`config.mk`:
```
export PLATFORM = sky130hd
export DESIGN_NAME = tone_pwm_bank
export DESIGN_NICKNAME = d
export VERILOG_FILES = /design/src/rtl/tone_pwm_pkg.sv /design/src/rtl/tone_pwm_channel.sv /design/src/rtl/tone_pwm_bank.sv
export SDC_FILE = /design/constraint.sdc
export NUM_CORES = 1
export LEC_CHECK = 0
export ABC_CLOCK_PERIOD_IN_PS = 1900
export CELL_PAD_IN_SITES_DETAIL_PLACEMENT = 1
export CELL_PAD_IN_SITES_GLOBAL_PLACEMENT = 1
export CORE_MARGIN = 2
export CORE_UTILIZATION = 44
export DETAILED_ROUTE_END_ITERATION = 10
export GPL_ROUTABILITY_DRIVEN = 0
export PLACE_DENSITY = 0.82
export SYNTH_ARGS = -nofsm -noshare
export SYNTH_HDL_FRONTEND = slang
export SYNTH_HIERARCHICAL = 1
export SYNTH_SLANG_ARGS = --single-unit
```
`constraint.sdc`:
```
create_clock -name clk -period 1.9 [get_ports clk]
set_input_delay 0.38 -clock clk [delete_from_list [all_inputs] [get_ports clk]]
set_output_delay 0.38 -clock clk [all_outputs]
set_load 0.02 [all_outputs]
```
`src/rtl/tone_pwm_pkg.sv`:
```
// Shared types and helpers for the tone/PWM channel bank.
package tone_pwm_pkg;

    // Default counter, period and duty width in bits.
    localparam int CNT_W_DEF = 16;

    // One channel configuration word as written through the config port.
    typedef struct packed {
        logic [CNT_W_DEF-1:0] period;
        logic [CNT_W_DEF-1:0] duty;
    } ch_cfg_t;

    // Width of the channel select field; a single channel still gets one bit.
    function automatic int ch_idx_w(input int n_ch);
        if (n_ch <= 1) begin
            return 1;
        end else begin
            return $clog2(n_ch);
        end
    endfunction

endpackage

```
`src/rtl/tone_pwm_channel.sv`:
```
// One PWM/tone channel: free-running counter, active and shadow config,
// pending flag and registered wave output. The active config only changes
// on a wrap edge (or while the channel is stopped), so the output never glitches.
// Optional wrap pulse output when TONE_PWM_WRAP_IRQ_EN is defined.
// The shadow register holds CNT_W_DEF bits per field, so CNT_W must not exceed it.
module tone_pwm_channel
    import tone_pwm_pkg::*;
#(
    parameter int CNT_W = CNT_W_DEF
) (
    input  logic             clk,
    input  logic             rst,
    input  logic             ena,
    input  logic             wr,
    input  logic [CNT_W-1:0] cfg_period,
    input  logic [CNT_W-1:0] cfg_duty,
    output logic             pend,
    output logic             wave
`ifdef TONE_PWM_WRAP_IRQ_EN
    ,
    output logic             wrap_pulse
`endif
);

    localparam logic [CNT_W-1:0] CNT_ONE = {{(CNT_W-1){1'b0}}, 1'b1};

    logic [CNT_W-1:0] cnt_r;
    logic [CNT_W-1:0] per_act_r;
    logic [CNT_W-1:0] duty_act_r;
    ch_cfg_t          shadow_r;
    logic             pend_r;
    logic             wave_r;
    logic             wrap_s;
    logic             apply_s;
    logic [CNT_W-1:0] cnt_nxt_s;

    // Wrap detection, next counter value and the shadow-apply decision.
    always_comb begin
        wrap_s    = 1'b0;
        apply_s   = 1'b0;
        cnt_nxt_s = {CNT_W{1'b0}};
        if (ena) begin
            wrap_s = (cnt_r == per_act_r);
            if (wrap_s) begin
                cnt_nxt_s = {CNT_W{1'b0}};
            end else begin
                cnt_nxt_s = cnt_r + CNT_ONE;
            end
        end else begin
            wrap_s    = 1'b0;
            cnt_nxt_s = {CNT_W{1'b0}};
        end
        // A stopped channel has no period in flight, so a pending config lands at once.
        apply_s = pend_r && (wrap_s || !ena);
    end

    // Counter and wave output; the compare uses the config of the period in flight.
    always_ff @(posedge clk) begin
        if (rst) begin
            cnt_r  <= {CNT_W{1'b0}};
            wave_r <= 1'b0;
        end else begin
            cnt_r  <= cnt_nxt_s;
            wave_r <= ena && (cnt_r < duty_act_r);
        end
    end

    // Active/shadow config and the pending flag; a write is only accepted with pend clear.
    always_ff @(posedge clk) begin
        if (rst) begin
            per_act_r  <= {CNT_W{1'b0}};
            duty_act_r <= {CNT_W{1'b0}};
            shadow_r   <= '0;
            pend_r     <= 1'b0;
        end else begin
            if (apply_s) begin
                per_act_r  <= CNT_W'(shadow_r.period);
                duty_act_r <= CNT_W'(shadow_r.duty);
                pend_r     <= 1'b0;
            end
            if (wr) begin
                shadow_r.period <= CNT_W_DEF'(cfg_period);
                shadow_r.duty   <= CNT_W_DEF'(cfg_duty);
                pend_r          <= 1'b1;
            end
        end
    end

    assign pend = pend_r;
    assign wave = wave_r;

`ifdef TONE_PWM_WRAP_IRQ_EN
    logic wrap_r;

    // One-cycle pulse following each wrap edge of a running channel.
    always_ff @(posedge clk) begin
        if (rst) begin
            wrap_r <= 1'b0;
        end else begin
            wrap_r <= wrap_s;
        end
    end

    assign wrap_pulse = wrap_r;
`endif

endmodule

```
`src/rtl/tone_pwm_bank.sv`:
```
// Bank of N_CH independent PWM/tone channels sharing one config write port.
// Top level only decodes the target channel and muxes back its ready.
// Define TONE_PWM_WRAP_IRQ_EN to add the per-channel wrap_pulse output.
module tone_pwm_bank
    import tone_pwm_pkg::*;
#(
    parameter int N_CH  = 4,
    parameter int CNT_W = CNT_W_DEF
) (
    input  logic                        clk,
    input  logic                        rst,
    input  logic                        cfg_valid,
    output logic                        cfg_ready,
    input  logic [ch_idx_w(N_CH)-1:0]   cfg_ch,
    input  logic [CNT_W-1:0]            cfg_period,
    input  logic [CNT_W-1:0]            cfg_duty,
    input  logic [N_CH-1:0]             ch_ena,
    output logic [N_CH-1:0]             wave_out
`ifdef TONE_PWM_WRAP_IRQ_EN
    ,
    output logic [N_CH-1:0]             wrap_pulse
`endif
);

    localparam int CH_W = ch_idx_w(N_CH);

    logic [N_CH-1:0] pend_s;
    logic [N_CH-1:0] wr_s;
    logic            sel_pend_s;
    logic            ready_s;

    // Ready mux: an out-of-range channel selects nothing, so it is always ready (and dropped).
    always_comb begin
        sel_pend_s = 1'b0;
        for (int i = 0; i < N_CH; i++) begin
            sel_pend_s = sel_pend_s | (pend_s[i] & (cfg_ch == CH_W'(i)));
        end
        ready_s = ~rst & ~sel_pend_s;
    end

    // Channel decode of an accepted write.
    always_comb begin
        wr_s = {N_CH{1'b0}};
        for (int i = 0; i < N_CH; i++) begin
            wr_s[i] = cfg_valid & ready_s & (cfg_ch == CH_W'(i));
        end
    end

    assign cfg_ready = ready_s;

    for (genvar g = 0; g < N_CH; g++) begin : g_ch
        tone_pwm_channel #(
            .CNT_W (CNT_W)
        ) u_ch (
            .clk        (clk),
            .rst        (rst),
            .ena        (ch_ena[g]),
            .wr         (wr_s[g]),
            .cfg_period (cfg_period),
            .cfg_duty   (cfg_duty),
            .pend       (pend_s[g]),
            .wave       (wave_out[g])
`ifdef TONE_PWM_WRAP_IRQ_EN
            ,
            .wrap_pulse (wrap_pulse[g])
`endif
        );
    end

endmodule

```
# Word level (Yosys, flattened, before mapping)
# Cells that the tools add are included.
# word_totals
register_bits	328
inputBits	41
# op_classes
n_addsub	4
magnitude_cmp	4
eq_ne	7
muxes	12
bitwise	19
reduce_logical	25
# op_table
cell	n
$add 16x1->16 const B	4
$eq 16x16->1	4
$lt 16x16->1	4
$mux 1	12
$reduce_or 3->1	4
$and 1x1->1	10
$logic_and 1x1->1	8
$reduce_bool 2->1	4
$not 1->1	6
$eq 2x2->1 const B	2
$logic_not 1->1	4
$logic_or 1x1->1	4
$or 1x1->1	3
$eq 2x1->1 const B	1
$logic_not 2->1	1

# Logic depth before layout (Yosys ltp)
# logic_depth
ltp_word	10
depth_mapped	8
depth_no_buf	7

# Modules after synthesis
# Netlist, hierarchy kept.
# by_module_without_submodules
module	instances	cells_per_inst	area_each_um2	seq_area_each_um2
tone_pwm_channel	4	328	3364.5	1641.6
tone_pwm_bank	1	8	67.6	0.0

# Worst setup path after synthesis
# Ideal clock, no wire load.
# synth_timing
path_kind	input -> register
from	in cfg_ch[0]
to	reg g_ch[2].u_ch/shadow_r[1] (netlist name)
t_arrival_ns	1.933
required_time_ns	1.772
slack_ns	-0.161
cell_stages	6
n_path_buf	2
cell_sequence	or3b_1 > nor3b_1 > clkbuf_1 > clkbuf_1 > mux2i_1 > nor2_1
# synth_via
elab_chain_cells	9
word_cells_on_any_way	15
cone_classes	3 x eq/ne; 11 x bitwise; 1 x reduce/logical
# synth_rtl
item	line	text
from (decl)	tone_pwm_bank.sv:14	input logic [ch_idx_w(N_CH)-1:0] cfg_ch,
$eq 2x1->1 / $logic_not 2->1 (equally long branches)	tone_pwm_bank.sv:36	sel_pend_s = sel_pend_s | (pend_s[i] & (cfg_ch == CH_W'(i)));
$and 1x1->1	tone_pwm_bank.sv:36	
$or 1x1->1 (3 in series)	tone_pwm_bank.sv:36	
$not 1->1	tone_pwm_bank.sv:38	ready_s = ~rst & ~sel_pend_s;
$and 1x1->1	tone_pwm_bank.sv:38	
$and 1x1->1	tone_pwm_bank.sv:45	wr_s[i] = cfg_valid & ready_s & (cfg_ch == CH_W'(i));
$and 1x1->1 (*)	tone_pwm_bank.sv:45	
named net wr_s[2]	tone_pwm_bank.sv:28	logic [N_CH-1:0] wr_s;
to (decl)	tone_pwm_channel.sv:30	ch_cfg_t shadow_r;
# The timed path passes the listed nets; every way through them passes the cells marked *.
# A chain may end at the register's enable or synchronous reset.

# Final worst setup path
# layout_timing
from	reg g_ch[1].u_ch.cnt_r[8]
to	reg g_ch[1].u_ch.per_act_r[8]
# layout_via
elab_chain_cells	4
# layout_rtl
item	line	text
from (decl)	tone_pwm_channel.sv:27	logic [CNT_W-1:0] cnt_r;
from (signal assigned)	tone_pwm_channel.sv:60	cnt_r <= {CNT_W{1'b0}};
from (signal assigned)	tone_pwm_channel.sv:63	cnt_r <= cnt_nxt_s;
$eq 16x16->1	tone_pwm_channel.sv:43	wrap_s = (cnt_r == per_act_r);
$mux 1	tone_pwm_channel.sv:42	if (ena) begin
$logic_or 1x1->1	tone_pwm_channel.sv:54	apply_s = pend_r && (wrap_s || !ena);
$logic_and 1x1->1	tone_pwm_channel.sv:54	
to (signal assigned)	tone_pwm_channel.sv:71	per_act_r <= {CNT_W{1'b0}};
to (signal assigned)	tone_pwm_channel.sv:77	per_act_r <= CNT_W'(shadow_r.period);
to (decl)	tone_pwm_channel.sv:28	logic [CNT_W-1:0] per_act_r;
# Every way passes these cells.

==> flow_summary.yaml <==
synthesis:
  synth_top_area_cell: "dfxtp_1"
  avgSynthCellArea_sq_um: 10.2
  ys_ff_latch: 328
  ys_seq_area_frac: 0.485
  netlist_instances: 1320
  synth_edf_count: 0
  async_flop_share: 0
  synth_nets: 1425
  synthFlopType: "dfxtp_1"
  synthesis.area_sq_mm: 0.0135
  synth_top_area_frac: 0.485
  ys_warn_count: 6
  ys_types: 40
  netlist_top_cells_area: "dfxtp_1, mux2i_1, a22o_1"
global_routing:
  grt_pass1_wl_mm: 62.2
  grt-ovfl-total: 0
  grt_max_degree: 45
  antenna_found_initial: 0
  grt_pass1_vias: 10900
  grtUsageTotal: 0.252
die:
  die_area_sq_mm: 0.0322
  fp.dieH_microns: 179
  dieWidth_microns: 179
  initial_utilization: 0.444
  core_area_sq_mm: 0.0304
  pin_count: 46
  num_rows: 64
timing:
  finalWorstSetupSlack_ns: -0.0660
  hold_viol: 0
  period_share: 1.03
  setup_tns_ns: -0.766
  rsz0062_at_grt: "true"
  finalSetupViolations: 35
  drv_slew: 0
  worst_slew_pin_slew_ns: 0.544
  max_freq_mhz: 509
  period_minus_slack_ns: 1.97
  worst_clock_skew_ns: 0.0155
  relSlewSlack: 0.636
clocking:
  clk_pin_slew_worst_paths_ns: 0.07
  htree_levels: 2
  cts_tree: "built"
  clock_latency_ns: 0.52
  numClockSinks: 328
  cts-buffers-inserted: 36
  cts_buffer_depth: 3
  clock-root-buffer: "clkbuf_16"
power:
  vdd_drop_max_mv: 0.532
  power_density_mw_per_mm2: 886
  p_leak_uw: 0.00611
critical_path:
  timing_worst_setup_path_type: "register to register"
  worst_ep_arrival_time_ns: 2.42
  worst_path_max_delay_cell: "dfxtp_1"
  critPathMaxStageDelay_ns: 0.39
  required_ns: 2.36
  r2r_cells: 7
  worst_r2r_startpoint: "g_ch[1].u_ch/cnt_r[8]"
  reg2reg_slack_ns: -0.07
  cp_cell_sequence: "xnor2_2 > nand4_1 > o41ai_2 > buf_4 > and2b_4 > clkbuf_16 > a22o_1"
  worstReg2RegEnd: "g_ch[1].u_ch/per_act_r[8]"
  cp-end-kind: "register"
  startpoint_type: "register"
  cp_max_fo: 8
place:
  hpwl_mm: 26.4
  place_ws_ns: -0.603
  port_buffers: 45
  dp.cells: 1784
  placed_area_sq_mm: 0.0149
worst_hold_path:
  holdCritStartpoint: "rst"
  hp-class: "input pin to register"
  hold_path_end: "g_ch[2].u_ch/shadow_r[15]"
  hold_depth: 3
drt:
  viasPerCell: 5.67
  vias: 10600
  ant_nets: 0
  detail_route.wl_per_cell_microns: 24.4
  drc: 0
  dr.pass1.iters: 5
  drtIter0Drc: 625
  drt-total-wl_mm: 45.4
final_layout:
  postLayoutCellArea_sq_mm: 0.0166
  diodes: 0
  layout.cells.non_filler: 1861
  nets: 1545
  fill_cells: 3264
  area_growth_pct: 22.4
  drive_gt1_frac: 0.171
status:
  status: "finished, violations left"
  violations: "negative setup slack"
job:
  maxCapViolations: 0
-- logic make-up after synthesis --
logic type | share of synthesized area
fa+ha+maj | 0.0592
mux | 0.0964
flops | 0.485
xor+xnor | 0.0751
buf+inv | 0.0500
compound gates | 0.121
simple gates | 0.113
-- state kept, by name, summed over array words and instances, names as in the netlist --
signal                cells
g_ch.u_ch/wave            4
g_ch.u_ch/duty_act_r     64
g_ch.u_ch/cnt_r          64
g_ch.u_ch/pend            4
g_ch.u_ch/shadow_r      128
g_ch.u_ch/per_act_r      64
-- what timing repair did --
action	in CTS	in global routing
endpoints found under the setup margin	121	157
gates resized for setup	19	78
hold buffers	0	0
pin swaps	1	56
cloned	0	8
setup buffers	0	6
-- worst max-delay path, delay by kind of cell, from the launching register on --
| kind | cells | cell delay (ns) |
|---|---|---|
| xor gates and xnor gates | 1 | 0.14 |
| DFF | 1 | 0.39 |
| AOI/OAI and AO/OA | 2 | 0.53 |
| buffers and inverters | 2 | 0.39 |
| and+or+nand+nor | 2 | 0.43 |
-- worst max path at each step --
stage | slack (ns) | endpoint | start | cells after the start
6_report | -0.07 | g_ch[1].u_ch/per_act_r[8] | g_ch[1].u_ch/cnt_r[8] | 7
5_1_grt | -0.11 | g_ch[1].u_ch/duty_act_r[2] | g_ch[1].u_ch/per_act_r[7] | 7
4_1_cts | -0.06 | cfg_ready | g_ch[3].u_ch/pend | 3
3_5_place_dp | -0.60 | g_ch[2].u_ch/shadow_r[2] | cfg_ch[0] | 7
3_3_place_gp | -0.61 | cfg_ready | cfg_ch[1] | 4
2_1_floorplan | -0.16 | g_ch[2].u_ch/shadow_r[1] | cfg_ch[0] | 6
-- layer usage --
| layer | part of all wire | up-vias | wire, microns | track usage |
|---|---|---|---|---|
| met3 | 0.041 | 139 | 1870 | 0.0367 |
| met4 | 0.057 | 0 | 2590 | 0.0941 |
| met5 | 0 | - | 0 | 0 |
| met2 | 0.50 | 281 | 22500 | 0.446 |
| met1 | 0.41 | 5315 | 18400 | 0.310 |
| li1 | - | 4823 | - | - |
-- report_power, final --
| group | total, uW | switching [uW] | leakage [uW] | internal, uW |
|---|---|---|---|---|
| Combinational | 623 | 389 | 0.00286 | 233 |
| Sequential | 6980 | 46.5 | 0.00267 | 6930 |
| Clock | 7060 | 2930 | 0.000587 | 4140 |
| Total | 14700 | 3360 | 0.00611 | 11300 |
-- layout by cell type (no fill, tap or decap), types with 8 or more instances in the layout --
cell	n
a21oi_1	20
a22o_1	128
and4_1	8
buf_12	10
buf_4	90
clkbuf_16	42
clkbuf_8	11
clkdlybuf4s50_1	40
dfxtp_1	289
dfxtp_2	35
ha_1	64
inv_1	72
mux2i_1	127
nand2_1	28
nand2b_1	8
nand3_1	12
nand4_1	36
nor2_1	213
o21ai_0	12
xnor2_1	68
xnor2_2	16
xor2_1	32
-- final cells by class --
type | instances | area (sq um) | area share
clock buffers | 52 | 1090 | 0.0660
clock inverters | 11 | 96.3 | 0.00582
inverters | 72 | 270 | 0.0163
multi-input cells | 848 | 6480 | 0.391
flip-flops and latches | 328 | 6630 | 0.400
well taps | 396 | 495 | 0.0299
repair buffers | 154 | 1500 | 0.0908
-- Yosys cell counts (6+ instances only) --
cell and n:
a21oi_1 24, a22o_1 128, and4_1 8, buf_2 24, buf_6 12, clkbuf_1 28, dfxtp_1 328, ha_1 64
inv_1 72, mux2i_1 128, nand2_1 28, nand2b_1 8, nand3_1 12, nand4_1 36, nor2_1 213, nor3_1 6
o21ai_0 12, xnor2_1 84, xor2_1 32
-- stage by stage --
step                      utilization  total power (uW)  hold WS (ns)
after CTS                       0.530             14600         0.301
final                           0.544             14700         0.340
after global placement          0.490              7680         0.454
after floorplan                     -              7380         0.442
after detailed placement        0.490              7700         0.460
after global routing            0.544             15100         0.344
Power figures use the tool's default switching activity.
